===== src/rtl/jk_cmd_sequencer.sv =====
// jk_cmd_sequencer: buffers {j,k} commands in a small FIFO, drives each onto
// a downstream JK flip-flop for one clock, then checks the returned q/qbar
// against the ideal JK truth table and reports done/mismatch/sticky_err.
// Optional build macro JK_ERR_CNT_EN adds a saturating err_count output.
module jk_cmd_sequencer #(
  parameter int DEPTH = 4
`ifdef JK_ERR_CNT_EN
  , parameter int ERR_W = 8
`endif
) (
  input  logic                     clk,
  input  logic                     reset,
  input  logic                     cmd_valid,
  input  logic [1:0]               cmd,
  output logic                     cmd_ready,
  output logic                     j,
  output logic                     k,
  input  logic                     q_in,
  input  logic                     qbar_in,
  input  logic                     clr_err,
  output logic                     busy,
  output logic                     done,
  output logic                     mismatch,
  output logic                     sticky_err,
  output logic [$clog2(DEPTH):0]   fifo_count
`ifdef JK_ERR_CNT_EN
  , output logic [ERR_W-1:0]       err_count
`endif
);

  localparam int AW = $clog2(DEPTH);
  localparam logic [AW:0] FULL_CNT = (AW+1)'(DEPTH);

  typedef enum logic [1:0] {IDLE, DRIVE, CHECK} state_t;

  state_t        state;
  logic [1:0]    mem [DEPTH];
  logic [AW-1:0] wr_ptr;
  logic [AW-1:0] rd_ptr;
  logic [1:0]    cur_cmd;
  logic          q_prev;
  logic          push;
  logic          pop;
  logic          exp_q;
  logic          chk_fail;

  // Handshake, pop decision, and the expected q for the command under check
  always_comb begin
    cmd_ready = (fifo_count < FULL_CNT);
    push      = cmd_valid && cmd_ready;
    pop       = ((state == IDLE) || (state == CHECK)) && (fifo_count != '0);
    busy      = (state != IDLE) || (fifo_count != '0);
    exp_q     = 1'b0;
    case (cur_cmd)
      2'b00:   exp_q = q_prev;
      2'b01:   exp_q = 1'b0;
      2'b10:   exp_q = 1'b1;
      default: exp_q = ~q_prev;
    endcase
    chk_fail  = (q_in != exp_q) || (qbar_in == q_in);
  end

  // Command storage; flushing is done through the pointers, so no reset here
  always_ff @(posedge clk) begin
    if (push) mem[wr_ptr] <= cmd;
  end

  // FIFO pointers and occupancy
  always_ff @(posedge clk or negedge reset) begin
    if (!reset) begin
      wr_ptr     <= '0;
      rd_ptr     <= '0;
      fifo_count <= '0;
    end else begin
      if (push) wr_ptr <= wr_ptr + AW'(1);
      if (pop)  rd_ptr <= rd_ptr + AW'(1);
      case ({push, pop})
        2'b10:   fifo_count <= fifo_count + (AW+1)'(1);
        2'b01:   fifo_count <= fifo_count - (AW+1)'(1);
        default: fifo_count <= fifo_count;
      endcase
    end
  end

  // Sequencer FSM: drive one command, then check the flip-flop result
  always_ff @(posedge clk or negedge reset) begin
    if (!reset) begin
      state      <= IDLE;
      j          <= 1'b0;
      k          <= 1'b0;
      cur_cmd    <= 2'b00;
      q_prev     <= 1'b0;
      done       <= 1'b0;
      mismatch   <= 1'b0;
      sticky_err <= 1'b0;
    end else begin
      done     <= 1'b0;
      mismatch <= 1'b0;
      // clr_err is applied first so a same-cycle mismatch below overrides it
      if (clr_err) sticky_err <= 1'b0;
      case (state)
        IDLE: begin
          if (pop) begin
            {j, k}  <= mem[rd_ptr];
            cur_cmd <= mem[rd_ptr];
            state   <= DRIVE;
          end
        end
        DRIVE: begin
          q_prev <= q_in;
          {j, k} <= 2'b00;
          state  <= CHECK;
        end
        CHECK: begin
          done     <= 1'b1;
          mismatch <= chk_fail;
          if (chk_fail) sticky_err <= 1'b1;
          if (pop) begin
            {j, k}  <= mem[rd_ptr];
            cur_cmd <= mem[rd_ptr];
            state   <= DRIVE;
          end else begin
            state   <= IDLE;
          end
        end
        default: begin
          {j, k} <= 2'b00;
          state  <= IDLE;
        end
      endcase
    end
  end

`ifdef JK_ERR_CNT_EN
  localparam logic [ERR_W-1:0] ERR_MAX = '1;

  // Saturating mismatch counter; a same-cycle clear and mismatch loads 1
  always_ff @(posedge clk or negedge reset) begin
    if (!reset) begin
      err_count <= '0;
    end else if ((state == CHECK) && chk_fail) begin
      if (clr_err)                   err_count <= ERR_W'(1);
      else if (err_count != ERR_MAX) err_count <= err_count + ERR_W'(1);
    end else if (clr_err) begin
      err_count <= '0;
    end
  end
`endif

endmodule

===== config.mk =====
export PLATFORM = sky130hd
export DESIGN_NAME = jk_cmd_sequencer
export DESIGN_NICKNAME = d
export VERILOG_FILES = /design/src/rtl/jk_cmd_sequencer.sv
export SDC_FILE = /design/constraint.sdc
export NUM_CORES = 1
export LEC_CHECK = 0
export ABC_AREA = 1
export CORE_MARGIN = 8
export CORE_UTILIZATION = 46
export DETAILED_ROUTE_END_ITERATION = 7
export GPL_ROUTABILITY_DRIVEN = 0
export GPL_TIMING_DRIVEN = 0
export HOLD_SLACK_MARGIN = 0.15
export PLACE_DENSITY = 0.73
export SETUP_SLACK_MARGIN = 0.3
export SYNTH_ARGS = -nofsm -noshare
export SYNTH_HDL_FRONTEND = slang
export SYNTH_SLANG_ARGS = --single-unit

===== constraint.sdc =====
create_clock -name clk -period 1.75 [get_ports clk]
set_clock_uncertainty 0.05 [all_clocks]
set_input_delay 0.175 -clock clk [delete_from_list [all_inputs] [get_ports clk]]
set_output_delay 0.175 -clock clk [all_outputs]
set_load 0.005 [all_outputs]

==> impl_metrics.py, run 1 <==
metrics = {
    "power_and_ir_drop": {
        "ir_drop_mv": 1.25,
        "power.switching_w": 0.000987,
        "p_leak_nw": 0.852,
        "seqPwrFrac_pct": 36.5,
        "clkPwrFrac_pct": 9.4,
        "power-per-cell-area_nw_per_um2": 1700,
        "switching_share_pct": 37.5,
        "comb_power_share_pct": 54.0,
        "p_int_w": 0.00164,
    },
    "timing": {
        "tightest_slew_ps": 764,
        "whs_ps": 246,
        "setup_tns_ps": 0,
        "slew_headroom_pct": 48.9,
        "final-setup-viol-count": 0,
        "report.final.slew_viol_count": 0,
        "hold_violations": 0,
        "max_freq_ghz": 0.614,
        "fin_crit_ps": 1630,
        "rsz0062_at_grt": "true",
        "period_share_pct": 93.0,
    },
    "drt": {
        "drtIter0Drc": 34,
        "vias": 847,
        "drtAntennaViolNets": 0,
        "routed_via_density": 4.43,
        "drc": 0,
        "avgRoutedWirePerCell_um": 10.8,
        "drt_pass1_iterations": 4,
        "drt-total-wl_mm": 2.05,
    },
    "grt": {
        "antenna_found_initial": 0,
        "grt_pass1_vias": 861,
        "grt_max_degree": 18,
        "gr-total-overflow": 0,
        "track_usage_pct": 10.0,
        "grt_pass1_wl_mm": 3.51,
    },
    "synthesis": {
        "synth_area_sq_um": 1150,
        "synth_fp_nets": 139,
        "avgSynthCellArea_sq_um": 9.21,
        "synth-seq-cells": 25,
        "yosys_warnings": 0,
        "synth.lib_cells_used.distinct": 16,
        "ys_seq_area_share_pct": 57.8,
        "synthesis.instances": 125,
    },
    "critical_path": {
        "start_kind": "flip-flop",
        "cp.required_ps": 1950,
        "timing.rr.start": "fifo_count[2]$_DFFE_PN0P_",
        "crit_chain": "inv_2, nand3_4, nand2_4, inv_4, ha_4, inv_2, fa_2, o21ai_1",
        "crit_path_max_fanout": 3,
        "path_class": "reg2reg",
        "r2r_end": "fifo_count[1]$_DFFE_PN0P_",
        "arrival_ps": 1830,
        "slowest_delay_ps": 420,
        "critPathSlowestCell": "fa_2",
        "r2r_setup_slack_ps": 120,
        "crit_buf_inv": 3,
        "cp_common_cell": "inv_2",
        "crit_family": "adder cells",
        "endpoint_kind": "flip-flop",
        "r2r_cells": 8,
    },
    "floorplanning": {
        "fp.dieArea_sq_um": 4360,
        "core_sq_um": 2430,
        "io_pins": 18,
        "num_rows": 18,
        "die_h_um": 66.0,
        "start_util_pct": 47.3,
        "dieWidth_um": 66.0,
    },
    "job": {
        "maxCapViolations": 0,
    },
    "final_layout": {
        "fill_cells": 202,
        "syn_to_final_growth_pct": 34.5,
        "drive_gt1_share_pct": 19.9,
        "diodes": 0,
        "nets": 176,
    },
    "cts": {
        "path_clk_slew_ps": 130,
        "cts_tree": "yes",
        "htree_levels": 1,
        "clockBufferDepth": 2,
        "clock_sinks": 25,
        "cts_root_buffer": "clkbuf_4",
        "numCtsBuffers": 3,
        "clock_latency_ps": 310,
    },
    "worst_hold_path": {
        "hp-class": "in2async",
    },
    "outcome": {
        "status": "complete, no violations",
    },
    "placed_design": {
        "port_buffers": 17,
        "dpl.hpwl_mm": 1.46,
    },
}
[metrics by stage]
| stage | utilization [%] | power [W] | setup WS [ps] | instances | area [sq um] |
|---|---|---|---|---|---|
| 2_1_floorplan | - | 0.00173 | 128 | 125 | 1170 |
| 3_3_place_gp | 56.8 | 0.00207 | -29.6 | 172 | 1380 |
| 3_5_place_dp | 56.8 | 0.00213 | -47.8 | 172 | 1380 |
| 4_1_cts | 60.8 | 0.00254 | 111 | 184 | 1480 |
| 5_1_grt | 63.6 | 0.00289 | 6.90 | 191 | 1550 |
| 6_report | 63.6 | 0.00263 | 123 | 191 | 1550 |
[cell usage in the layout (no fill, tap or decap)]
cell type,count
dlygate4sd2_1,2
nand3_1,7
clkbuf_2,1
nand3_4,1
xnor2_1,2
buf_4,14
edfxtp_1,8
xor2_1,3
a21oi_1,1
dlymetal6s2s_1,4
fa_2,1
dfrtp_1,17
ha_4,1
inv_2,5
inv_1,27
o21ai_0,1
o21ai_1,2
nand2_4,2
clkbuf_4,3
clkdlybuf4s50_1,9
nand2_1,33
inv_4,1
clkbuf_1,1
nor2_1,8
buf_6,2
nor2_4,1
ha_1,4
[cell families after synthesis]
group / count (synthesis) / synth area share (%)
adders and majority gates: 6 / 7.17
buffers and inverters: 33 / 10.8
xor gates and xnor gates: 5 / 3.81
and+or+nand+nor: 52 / 18.7
AOI/OAI and AO/OA: 4 / 1.74
DFF: 25 / 57.8
[layer usage]
layer	vias up	GRT usage, %	part of all wire (%)
li1	437	-	-
met3	2	3.05	4.3
met5	-	0	0
met4	0	3.20	0.88
met1	393	11.5	46
met2	15	17.4	49
[cell type report]
cell class	instances	area [sq um]	area share, %
clock buffer	4	26.3	1.70
multi-input combinational	67	402	25.9
timing repair buffer	32	290	18.8
sequential	25	666	43.0
inverter	33	126	8.16
tap	30	37.5	2.43
[power groups by stage]
stage	registers, W	clock network (W)	logic, W
finish	0.000961	0.000248	0.00142
CTS	0.000961	0.000255	0.00132
global placement	0.000979	0	0.00110
floorplan	0.000972	0	0.000756
global route	0.000990	0.000279	0.00162
detailed placement	0.000988	0	0.00114
[Yosys cell counts (all sizes together)]
cell	number	share of area, %
a21oi	1	0.43
dfrtp	17	37
edfxtp	8	21
fa	1	1.7
ha	5	5.4
inv	33	11
nand2	35	12
nand3	8	3.9
nor2	9	2.9
o21ai	3	1.3
xnor2	2	1.5
xor2	3	2.3
[registers in the layout (all words and copies together) (netlist names)]
register and cells:
mismatch 1, mem 8, rd_ptr 2, cur_cmd 2, j 1, sticky_err 1
done 1, state 2, k 1, q_prev 1, wr_ptr 2, fifo_count 3
[repair_timing]
action                                  CTS  global route
hold buffers                              0             0
resized for setup                         7            11
setup buffers                             8             7
endpoints found under the hold margin     0             0
endpoints found under the setup margin    6             8
pin swaps                                 6             4
[how the worst max path moves through the flow]
stage,cells after the start,endpoint,startpoint
floorplan,10,fifo_count[2]$_DFFE_PN0P_,fifo_count[0]$_DFFE_PN0P_
global placement,9,fifo_count[2]$_DFFE_PN0P_,cmd_valid
detailed placement,9,fifo_count[2]$_DFFE_PN0P_,cmd_valid
CTS,10,fifo_count[2]$_DFFE_PN0P_,fifo_count[2]$_DFFE_PN0P_
global route,11,fifo_count[2]$_DFFE_PN0P_,fifo_count[2]$_DFFE_PN0P_
finish,8,fifo_count[1]$_DFFE_PN0P_,fifo_count[2]$_DFFE_PN0P_
Power figures use the tool's default switching activity.
==> run 2: changes to the inputs <==
Settings changed: CORE_UTILIZATION 46 to 35, CTS_CLUSTER_DIAMETER set to 50, PLACE_DENSITY 0.73 to not set.
==> impl_metrics.py, run 2 (synthesized netlist as in run 1, its figures left out) <==
metrics = {
    "critical_path": {
        "cp.required_ps": 1950,
        "endpoint_kind": "flip-flop",
        "path_class": "reg2reg",
        "crit_chain": "inv_2, buf_4, nand2_8, ha_4, inv_4, fa_2, inv_1, nand2_1, nand3_2, xor2_1",
        "timing.rr.start": "fifo_count[2]$_DFFE_PN0P_",
        "arrival_ps": 1840,
        "start_kind": "flip-flop",
        "r2r_setup_slack_ps": 110,
        "r2r_cells": 10,
        "critPathSlowestCell": "dfrtp_1",
        "r2r_end": "fifo_count[2]$_DFFE_PN0P_",
        "slowest_delay_ps": 390,
        "crit_path_max_fanout": 3,
    },
    "final_layout": {
        "drive_gt1_share_pct": 22.1,
        "fin_area_sq_um": 1600,
        "diodes": 0,
        "register_area_sq_um": 666,
        "largest_register_ffs": 8,
        "utilization_pct": 49.1,
        "mostFrequentLayoutCells": "nand2_1, inv_1, dfrtp_1, buf_4",
        "multiInputGateArea_sq_um": 418,
        "layout_commonest_cell": "nand2_1",
        "largest-register": "mem",
        "nets": 178,
        "syn_to_final_growth_pct": 38.9,
        "fill_cells": 325,
        "reg_top3": "mem x8, fifo_count x3",
    },
    "cts": {
        "clock_sinks": 25,
        "path_clk_slew_ps": 140,
        "clockBufferDepth": 2,
        "cts_root_buffer": "clkbuf_4",
        "clock_latency_ps": 310,
        "cts_tree": "yes",
        "numCtsBuffers": 3,
        "htree_levels": 1,
    },
    "drt": {
        "wl_met1_um": 838,
        "wl_met3_um": 79,
        "drc": 0,
        "drtIter0Drc": 35,
        "drt-total-wl_mm": 2.17,
        "avgRoutedWirePerCell_um": 10.4,
        "routed_via_density": 4.18,
        "drt_pass1_iterations": 2,
        "routed.top_layer": "met4",
        "wl_met2_mm": 1.18,
        "vias": 874,
        "drtAntennaViolNets": 0,
    },
    "placed_design": {
        "port_buffers": 17,
        "dpl.hpwl_mm": 1.58,
        "place_area_sq_um": 1400,
        "pre_cts_ws_ps": -52.1,
    },
    "floorplanning": {
        "core_sq_um": 3260,
        "fp.dieArea_sq_um": 5380,
        "num_rows": 21,
        "die_h_um": 73.4,
        "start_util_pct": 35.3,
        "dieWidth_um": 73.4,
        "io_pins": 18,
    },
    "power_and_ir_drop": {
        "p_leak_nw": 0.870,
        "comb_power_share_pct": 55.2,
        "power-per-cell-area_nw_per_um2": 1690,
        "p_int_w": 0.00167,
        "switching_share_pct": 38.3,
        "seqPwrFrac_pct": 35.4,
        "power.switching_w": 0.00104,
        "clkPwrFrac_pct": 9.3,
        "totalPowerFinal_w": 0.00271,
        "ir_drop_mv": 0.859,
    },
    "timing": {
        "fin_crit_ps": 1640,
        "fin_ws_ps": 110,
        "slew_headroom_pct": 50.4,
        "max_freq_ghz": 0.610,
        "report.final.slew_viol_count": 0,
        "period_share_pct": 93.7,
        "rsz0062_at_grt": "true",
        "hold_violations": 0,
        "final-setup-viol-count": 0,
        "tightest_slew_ps": 742,
    },
    "worst_hold_path": {
        "hp-class": "in2async",
    },
    "grt": {
        "track_usage_pct": 8.36,
        "gr-total-overflow": 0,
        "antenna_found_initial": 0,
        "grt_pass1_wl_mm": 3.55,
        "grt_max_degree": 18,
        "grt_pass1_vias": 889,
    },
    "job": {
        "maxCapViolations": 0,
    },
    "outcome": {
        "status": "complete, no violations",
    },
}
-- run 2: how the worst max path moves through the flow --
stage                               from                         to  cells past startpoint
6_report       fifo_count[2]$_DFFE_PN0P_  fifo_count[2]$_DFFE_PN0P_                     10
5_1_grt        fifo_count[2]$_DFFE_PN0P_  fifo_count[2]$_DFFE_PN0P_                     10
4_1_cts        fifo_count[0]$_DFFE_PN0P_  fifo_count[2]$_DFFE_PN0P_                     10
3_5_place_dp                   cmd_valid  fifo_count[2]$_DFFE_PN0P_                      9
3_3_place_gp                   cmd_valid  fifo_count[2]$_DFFE_PN0P_                      9
2_1_floorplan  fifo_count[0]$_DFFE_PN0P_  fifo_count[2]$_DFFE_PN0P_                     10
-- run 2: power groups by stage --
stage / sequential [W] / clock (W) / combinational (W)
3_3_place_gp: 0.000981 / 0 / 0.00110
2_1_floorplan: 0.000972 / 0 / 0.000756
3_5_place_dp: 0.000990 / 0 / 0.00115
6_report: 0.000960 / 0.000253 / 0.00150
5_1_grt: 0.000981 / 0.000290 / 0.00168
4_1_cts: 0.000963 / 0.000266 / 0.00137
-- run 2: critical path: cells and delay by family, from the launching register on --
family        cells  cell delay (ps)
flops             1              390
fa+ha+maj         2              490
xor+xnor          1              140
buf+inv           4              320
simple gates      3              190
-- run 2: stage by stage --
step | TNS [ps] | instances | hold WS [ps]
after floorplan | 0 | 125 | -171
final | 0 | 209 | 230
after global routing | 0 | 209 | 290
after detailed placement | -52.1 | 188 | 419
after global placement | -33.4 | 188 | 415
after CTS | 0 | 203 | 251
-- run 2: what timing repair did --
item / in CTS / in global routing
pin swaps: 5 / 2
gates resized for setup: 10 / 11
hold buffers: 0 / 0
endpoints found under the setup margin: 7 / 8
gates cloned: 0 / 0
buffers inserted: 11 / 6
-- run 2: final cells by class --
type                    instances  share of cell area (%)
flip-flops and latches         25                    41.6
multi-input cells              67                    26.1
repair buffers                 34                    18.9
inverters                      33                    8.06
well taps                      46                    3.60
clock buffers                   3                    1.41
clock inverters                 1                   0.313
-- run 2: metal layers --
layer | GRT usage (%) | vias up
met3 | 2.05 | 6
li1 | - | 445
met5 | 0 | -
met2 | 15.5 | 12
met4 | 4.66 | 0
met1 | 8.25 | 411
==> run 3: changes to the inputs <==
Clock period 1.75 ns to 2 ns, I/O delays scaled along.
==> impl_metrics.py, run 3 (synthesized netlist as in run 1, its figures left out) <==
metrics = {
    "final_layout": {
        "syn_to_final_growth_pct": 30.9,
        "mostFrequentLayoutCells": "nand2_1, inv_1, dfrtp_1, clkdlybuf4s50_1",
        "largest-register": "mem",
        "largest_register_ffs": 8,
        "drive_gt1_share_pct": 16.2,
        "reg_top3": "mem x8, fifo_count x3",
        "diodes": 0,
        "nets": 169,
        "layout_commonest_cell": "nand2_1",
    },
    "timing": {
        "hold_violations": 0,
        "period_share_pct": 85.7,
        "max_freq_ghz": 0.583,
        "fin_crit_ps": 1710,
        "tightest_slew_ps": 758,
        "report.final.slew_viol_count": 0,
        "setup_tns_ps": 0,
        "rsz0062_at_grt": "true",
        "final-setup-viol-count": 0,
        "whs_ps": 251,
        "slew_headroom_pct": 49.3,
    },
    "critical_path": {
        "crit_family": "adder cells",
        "crit_chain": "inv_2, nand3_4, nand2_4, inv_2, ha_4, inv_2, fa_2, nand2_1, nand3_1, xor2_1",
        "endpoint_kind": "flip-flop",
        "start_kind": "flip-flop",
        "crit_buf_inv": 3,
        "cp.required_ps": 2180,
        "slowest_delay_ps": 390,
        "arrival_ps": 1890,
        "critPathSlowestCell": "dfrtp_1",
        "crit_path_max_fanout": 3,
        "cp_common_cell": "inv_2",
        "path_class": "reg2reg",
    },
    "cts": {
        "cts_tree": "yes",
        "clock_latency_ps": 320,
        "clock_sinks": 25,
        "clockBufferDepth": 2,
        "hold_buffers": 0,
        "path_clk_slew_ps": 150,
        "cts_root_buffer": "clkbuf_4",
        "numCtsBuffers": 3,
        "htree_levels": 1,
    },
    "floorplanning": {
        "die_h_um": 73.4,
        "start_util_pct": 35.3,
        "core_sq_um": 3260,
        "io_pins": 18,
        "fp.dieArea_sq_um": 5380,
        "num_rows": 21,
        "dieWidth_um": 73.4,
    },
    "placed_design": {
        "dpl.hpwl_mm": 1.57,
        "port_buffers": 17,
    },
    "grt": {
        "grt_pass1_vias": 888,
        "grt_pass1_wl_mm": 3.55,
        "track_usage_pct": 8.40,
        "grt_max_degree": 18,
        "gr-total-overflow": 0,
        "antenna_found_initial": 0,
    },
    "drt": {
        "drtAntennaViolNets": 0,
        "drc": 0,
        "avgRoutedWirePerCell_um": 10.6,
        "drtIter0Drc": 41,
        "routed_via_density": 4.05,
        "drt-total-wl_mm": 2.12,
        "drt_pass1_iterations": 4,
        "vias": 809,
    },
    "worst_hold_path": {
        "hp-class": "in2async",
    },
    "job": {
        "maxCapViolations": 0,
    },
    "outcome": {
        "status": "complete, no violations",
    },
    "power_and_ir_drop": {
        "power-per-cell-area_nw_per_um2": 1500,
        "ir_drop_mv": 0.839,
        "p_leak_nw": 0.765,
    },
}
run 3: worst paths after layout:
| check | from | to | slack (ps) | cells after the start |
|---|---|---|---|---|
| hold / removal | reset | cur_cmd[1]$_DFFE_PN0P_ | 250 | 1 |
| hold reg to reg | j$_DFFE_PN0P_ | j$_DFFE_PN0P_ | 450 | 2 |
| max in group asynchronous | reset | wr_ptr[1]$_DFFE_PN0P_ | 1150 | 1 |
| setup reg to reg | fifo_count[1]$_DFFE_PN0P_ | fifo_count[2]$_DFFE_PN0P_ | 290 | 10 |
| setup / recovery | fifo_count[1]$_DFFE_PN0P_ | fifo_count[2]$_DFFE_PN0P_ | 290 | 10 |
| min in group clk | clr_err | sticky_err$_DFF_PN0_ | 390 | 4 |
run 3: routing by layer:
metal	vias up	GRT usage (%)	part of all wire (%)
li1	425	-	-
met5	-	0	0
met2	10	15.8	52
met1	372	8.29	43
met4	0	4.66	1.7
met3	2	1.77	3.6
run 3: where the power goes:
part	leakage, nW	switching, W	internal (W)
Sequential	0.281	0.000118	0.000723
Combinational	0.466	0.000601	0.000584
Clock	0.0177	0.000152	0.0000747
run 3: final cells by class:
cell class              instances  area [sq um]
clock buffers                   3          22.5
well taps                      46          57.6
repair buffers                 25           231
clock inverters                 1          5.00
multi-input cells              67           400
flip-flops and latches         25           666
fillers                       338          1750
inverters                      33           124
run 3: worst register-to-register path, delay by kind of cell, from the launching register on:
family	cells	cell delay (ps)
adder cells (fa/ha/maj)	2	470
buffers and inverters	3	190
XOR/XNOR	1	180
flip-flops	1	390
AND/OR/NAND/NOR	4	350
run 3: through the flow:
step / worst slack, ps / std cells / util [%] / total power (W) / cell area (sq um)
floorplan: 317 / 125 / - / 0.00146 / 1160
global placement: 114 / 188 / 42.5 / 0.00176 / 1380
detailed placement: 99.9 / 188 / 42.5 / 0.00181 / 1380
CTS: 270 / 197 / 45.4 / 0.00219 / 1480
global route: 181 / 200 / 46.2 / 0.00246 / 1510
finish: 286 / 200 / 46.2 / 0.00225 / 1510
run 3: timing repair:
item | in CTS | in global routing
endpoints found under the setup margin | 3 | 4
setup buffers | 5 | 3
gates cloned | 0 | 0
gates resized for setup | 8 | 3
pin swaps | 3 | 2
